### config.mk
export PLATFORM = sky130hd
export DESIGN_NAME = hazard_unit
export DESIGN_NICKNAME = d
export VERILOG_FILES = /design/src/rtl/pipe_pkg.sv /design/src/rtl/mul_sequencer.sv /design/src/rtl/hazard_unit.sv
export SDC_FILE = /design/constraint.sdc
export NUM_CORES = 1
export LEC_CHECK = 0
export CORE_ASPECT_RATIO = 0.7
export CORE_MARGIN = 5
export CORE_UTILIZATION = 44
export DETAILED_ROUTE_END_ITERATION = 7
export PLACE_DENSITY_LB_ADDON = 0.3
export SLEW_MARGIN = 20
export SYNTH_ARGS = -nofsm -noshare
export SYNTH_HDL_FRONTEND = slang
export SYNTH_SLANG_ARGS = --single-unit
### constraint.sdc
create_clock -name clk -period 1.45 [get_ports clk]
set_input_delay 0.145 -clock clk [delete_from_list [all_inputs] [get_ports clk]]
set_output_delay 0.145 -clock clk [all_outputs]
set_load 0.03 [all_outputs]
### src/rtl/pipe_pkg.sv
// Shared types and constants for the pipeline hazard controller:
// ctrl word field positions, forward encodings, sequencer states and tracking entries.
package pipe_pkg;

    localparam int CTRL_D_SEL     = 10;
    localparam int CTRL_WB_SEL    = 6;
    localparam int CTRL_WB_EN     = 5;
    localparam int CTRL_WB_REG_HI = 4;
    localparam int CTRL_WB_REG_LO = 0;

    localparam logic [1:0] FWD_RF    = 2'd0;
    localparam logic [1:0] FWD_EXMEM = 2'd1;
    localparam logic [1:0] FWD_MEMWB = 2'd2;

    typedef enum logic {
        RUN = 1'b0,
        MUL = 1'b1
    } mul_state_t;

    typedef struct packed {
        logic       valid;
        logic       wb_en;
        logic       is_load;
        logic       is_mul;
        logic [4:0] wb_reg;
    } trk_entry_t;

    // r0 is hard-wired zero, so it never creates a dependency.
    function automatic logic src_match(trk_entry_t e, logic [4:0] src);
        return e.valid && e.wb_en && (src != 5'd0) && (src == e.wb_reg);
    endfunction

    function automatic trk_entry_t decode_entry(logic valid, logic [11:0] ctrl);
        trk_entry_t e;
        e.valid   = valid;
        e.wb_en   = ctrl[CTRL_WB_EN];
        e.is_load = ctrl[CTRL_WB_SEL] & ctrl[CTRL_WB_EN];
        e.is_mul  = ~ctrl[CTRL_D_SEL];
        e.wb_reg  = ctrl[CTRL_WB_REG_HI:CTRL_WB_REG_LO];
        return e;
    endfunction

endpackage

### src/rtl/mul_sequencer.sv
// Multiplier occupancy sequencer: holds EX for MUL_LAT cycles after a multiply issues.
//   state | meaning
//   RUN   | pipeline advancing normally, counter idle
//   MUL   | multiply occupying EX, counter counts down to terminal count 1
module mul_sequencer
    import pipe_pkg::*;
#(
    parameter int MUL_LAT = 4
) (
    input  logic clk,
    input  logic rst_n,
    input  logic start,
    output logic busy
);

    localparam logic [3:0] CNT_LOAD = 4'(MUL_LAT - 1);

    mul_state_t state_q;
    mul_state_t state_d;
    logic [3:0] cnt_q;
    logic [3:0] cnt_d;

    always_ff @(posedge clk or negedge rst_n) begin
        if (!rst_n) begin
            state_q <= RUN;
            cnt_q   <= 4'd0;
        end else begin
            state_q <= state_d;
            cnt_q   <= cnt_d;
        end
    end

    always_comb begin
        state_d = state_q;
        cnt_d   = cnt_q;
        case (state_q)
            RUN: begin
                // A single-cycle multiplier never needs to hold EX.
                if (start && (MUL_LAT > 1)) begin
                    state_d = MUL;
                    cnt_d   = CNT_LOAD;
                end
            end
            MUL: begin
                if (cnt_q == 4'd1) begin
                    state_d = RUN;
                    cnt_d   = 4'd0;
                end else begin
                    cnt_d = cnt_q - 4'd1;
                end
            end
            default: begin
                state_d = RUN;
                cnt_d   = 4'd0;
            end
        endcase
    end

    assign busy = (state_q == MUL);

endmodule

### src/rtl/hazard_unit.sv
// Pipeline hazard controller: load-use stall/bubble, registered operand forwarding
// selects, and EX hold while the multi-cycle multiplier is busy.
module hazard_unit
    import pipe_pkg::*;
#(
    parameter int MUL_LAT = 4
) (
    input  logic        clk,
    input  logic        rst_n,
    input  logic        id_valid,
    input  logic [4:0]  id_a_reg,
    input  logic [4:0]  id_b_reg,
    input  logic [11:0] id_ctrl,
    output logic        stall,
    output logic        ex_bubble,
    output logic        ex_hold,
    output logic [1:0]  fwd_a,
    output logic [1:0]  fwd_b,
    output logic        mul_busy
);

    trk_entry_t id_ent;
    trk_entry_t ex_q;
    trk_entry_t mem_q;
    trk_entry_t wb_q;
    logic       load_use;
    logic       mul_start;
    logic [1:0] fwd_a_d;
    logic [1:0] fwd_b_d;
    logic       unused_bits;

    // Newest producer wins; a load in EX cannot forward yet, so it falls through to MEM.
    function automatic logic [1:0] fwd_sel(trk_entry_t ex, trk_entry_t mem, logic [4:0] src);
        if (src_match(ex, src) && !ex.is_load) begin
            return FWD_EXMEM;
        end else if (src_match(mem, src)) begin
            return FWD_MEMWB;
        end else begin
            return FWD_RF;
        end
    endfunction

    assign id_ent = decode_entry(id_valid, id_ctrl);

    assign load_use = !mul_busy && id_valid && ex_q.is_load
                      && (src_match(ex_q, id_a_reg) || src_match(ex_q, id_b_reg));

    assign stall     = mul_busy | load_use;
    assign ex_bubble = load_use;
    assign ex_hold   = mul_busy;
    assign mul_start = !stall && id_ent.valid && id_ent.is_mul;

    assign fwd_a_d = fwd_sel(ex_q, mem_q, id_a_reg);
    assign fwd_b_d = fwd_sel(ex_q, mem_q, id_b_reg);

    always_ff @(posedge clk or negedge rst_n) begin
        if (!rst_n) begin
            ex_q  <= '0;
            mem_q <= '0;
            wb_q  <= '0;
            fwd_a <= FWD_RF;
            fwd_b <= FWD_RF;
        end else if (mul_busy) begin
            mem_q <= '0;
            wb_q  <= mem_q;
        end else if (load_use) begin
            ex_q  <= '0;
            mem_q <= ex_q;
            wb_q  <= mem_q;
            fwd_a <= FWD_RF;
            fwd_b <= FWD_RF;
        end else begin
            ex_q  <= id_ent;
            mem_q <= ex_q;
            wb_q  <= mem_q;
            fwd_a <= fwd_a_d;
            fwd_b <= fwd_b_d;
        end
    end

    mul_sequencer #(
        .MUL_LAT(MUL_LAT)
    ) u_mul_seq (
        .clk  (clk),
        .rst_n(rst_n),
        .start(mul_start),
        .busy (mul_busy)
    );

    // WB is tracked for visibility only: the register file is write-through.
    assign unused_bits = ^{id_ctrl[11], id_ctrl[9:7], wb_q,
                           mem_q.is_load, mem_q.is_mul, ex_q.is_mul};

endmodule

==> impl_metrics.py <==
metrics = {
    "cells_and_area": {
        "final_nets": 219,
        "syn_to_final_growth_pct": 52.9,
        "drive_gt1_share_pct": 37.2,
        "finish.utilization_pct": 72.5,
        "final_cell_mix": "buf_4, dfrtp_1, xor2_1, nand2_1, clkdlybuf4s50_1",
        "final_common_cell": "buf_4",
        "n_antenna_cell": 0,
        "fillCellCount": 212,
    },
    "route": {
        "routed_wl_um": 3280,
        "dr_total_vias": 1133,
        "post-route-drc-count": 0,
        "first_pass_iters": 4,
        "first_iter_violations": 30,
        "ant_nets": 0,
        "wl_per_cell_um": 14.4,
        "viasPerCell": 4.99,
    },
    "sta": {
        "final-hold-violation-count": 0,
        "tightest_slew_ns": 0.357,
        "grt_setup_unrepaired": "yes",
        "fin_ws_ns": -0.490,
        "fin_tns_setup_ns": -5.29,
        "maxSlewHeadroom_pct": 76.1,
        "fmax_ghz": 0.515,
        "slew_viol_final": 0,
        "final.period_utilization_pct": 134,
        "setup_viol": 18,
        "hold-worst-slack_ns": 0.229,
        "finClkSkew_ns": 0.00222,
        "period_minus_slack_ns": 1.94,
    },
    "die": {
        "initial_core_util_pct": 47.4,
        "die_y_um": 56.6,
        "die-area_mm2": 0.00434,
        "core-area_mm2": 0.00288,
        "rows": 16,
        "io_pins": 33,
        "die_width_um": 76.6,
    },
    "clocking": {
        "numCtsBuffers": 3,
        "cts_tree": "done",
        "cts-root-buf": "clkbuf_8",
        "cts.sinks": 24,
        "h-tree-depth": 1,
        "cts.clk_slew.worst_paths_ns": 0.08,
        "clk_path_buf_depth": 2,
        "clkLatencyLatePin_ns": 0.26,
        "ctsHoldBuffers": 0,
    },
    "logic_synthesis": {
        "synth_area_leaders": "dfrtp_1, xor2_1, xnor2_1, mux2i_1, nand3_1",
        "syn-instance-count": 131,
        "netlist_area_mm2": 0.00137,
        "yosys_warnings": 0,
        "yosysTopAreaCell": "dfrtp_1",
        "ys_ff_latch": 24,
        "synth.avg_cell_area_um2": 10.4,
        "yosysSeqAreaShare_pct": 43.9,
        "ys_types": 30,
        "syn_nets": 158,
        "synth_top_area_share_pct": 43.9,
    },
    "pwr": {
        "switching_share_pct": 38.5,
        "powerDensity_mw_per_mm2": 1700,
        "internal_power_mw": 2.19,
        "peakVddDrop_mv": 0.867,
        "leakage_nw": 1.04,
        "seq_power_share_pct": 34.3,
        "clockPowerShare_pct": 16.2,
        "p_switching_mw": 1.37,
        "combinationalPowerShare_pct": 49.6,
    },
    "setup_path": {
        "cp_slowest_cell": "dfrtp_2",
        "r2r_start": "ex_q[3]",
        "cp-end-kind": "output port",
        "max_stage_delay_ns": 0.45,
        "crit_fanout": 3,
        "r2r_slack_ns": -0.45,
        "critPathLaunchType": "flop",
        "cp_top_family": "flip-flops",
        "reg2reg_depth": 8,
        "cp.arrival_ns": 1.80,
        "critical_path_class": "flop to output port",
        "r2r-end": "fwd_a[1]",
        "worstPathRequired_ns": 1.31,
        "crit_path_cell_trace": "xor2_1 > nor3_2 > nand3b_4 > a211oi_4 > buf_6",
        "path_buf_inv": 1,
    },
    "place": {
        "place_congestion": 0.802,
        "dp.final_hpwl_um": 2450,
        "port_buffers": 28,
    },
    "grt": {
        "gr-usage-all-layers_pct": 15.6,
        "antenna_found_initial": 0,
        "grt_pass1_vias": 1178,
        "grt.overflow.total": 0,
        "grt_pass1_wl_um": 5380,
        "grt_max_degree": 34,
    },
    "hold_path": {
        "hp-class": "input port to asynchronous set/reset pin",
    },
    "status": {
        "violations": "negative setup slack",
        "status": "finished, violations left",
    },
    "run": {
        "maxCapViolCount": 0,
    },
}
==> power groups by stage <==
stage	Clock, mW	Sequential (mW)	Combinational (mW)
6_report	0.574	1.22	1.76
3_3_place_gp	0	1.21	1.51
3_5_place_dp	0	1.22	1.57
4_1_cts	0.587	1.21	1.66
5_1_grt	0.612	1.26	1.93
2_1_floorplan	0	1.19	1.02
==> worst max path at each step <==
stage                                     to   startpoint  cells after the start  slack (ns)
final                              ex_bubble      ex_q[3]                      5       -0.49
after global routing               ex_bubble      ex_q[4]                      5       -0.57
after global placement                 stall  id_b_reg[1]                      7       -0.53
after CTS                              stall      ex_q[4]                      6       -0.47
after detailed placement  u_mul_seq.cnt_q[2]  id_b_reg[1]                      7       -0.56
after floorplan                      ex_q[7]      ex_q[4]                      5       -0.31
==> cells by family (layout without fill, tap and decap cells) <==
kind of cell,Yosys count,after routing,share of synthesized area (%)
muxes,5,5,3.66
xor gates and xnor gates,21,21,13.4
and+or+nand+nor,52,52,23.3
DFF,24,24,43.9
adders and majority gates,2,2,1.83
buffers and inverters,8,68,2.47
AOI/OAI and AO/OA,19,19,11.3
==> what timing repair did <==
item,CTS,global route
setup endpoints to repair,18,23
cloned,0,0
pin swaps,9,7
buffers inserted,5,3
resized for setup,21,20
==> layout make-up <==
cell class                      count  area, um^2  share of cell area (%)
Multi-Input combinational cell     99         821                    39.3
Sequential cell                    24         602                    28.8
Timing Repair Buffer               60         537                    25.7
Tap cell                           36        45.0                    2.15
Clock buffer                        3        41.3                    1.97
Clock inverter                      1        30.0                    1.44
Inverter                            4        15.0                   0.718
==> Yosys cell counts, drive strengths merged <==
cell,instances
clkbuf,1
o21ai,7
inv,4
dfrtp,24
nor2,12
nand2,12
buf,3
nor2b,7
o41ai,1
nand3,9
nor3,3
a21o,2
or4,2
mux2i,5
nand3b,2
a211oi,1
o31ai,5
nand2b,3
o31a,2
a21oi,1
nor4,2
xor2,14
ha,2
xnor2,7
==> state kept, by name, summed over array words and instances (netlist names) <==
register,flops
fwd_b,2
u_mul_seq.busy,1
ex_q,8
mem_q,7
fwd_a,2
u_mul_seq.cnt_q,4
==> layer usage <==
layer	share of wire (%)	vias up	GRT usage, %
li1	-	563	-
met1	44	546	19.3
met2	51	20	27.1
met3	3.5	4	3.83
met4	1.1	0	4.49
met5	0	-	0
==> stage by stage <==
step	area, um^2	instances	total power, mW	worst slack [ns]
5_1_grt	2090	227	3.80	-0.567
2_1_floorplan	1370	131	2.22	-0.313
4_1_cts	2030	226	3.46	-0.469
6_report	2090	227	3.56	-0.490
3_5_place_dp	1880	218	2.79	-0.558
3_3_place_gp	1880	218	2.72	-0.531
==> worst reg2reg max path: cells and delay by family (launching register included) <==
family	cells	cell delay [ns]
buffers and inverters	3	0.39
XOR/XNOR	1	0.16
AND/OR/NAND/NOR	2	0.42
AO/OA/AOI/OAI	2	0.39
flip-flops	1	0.45
Power figures use the tool's default switching activity.
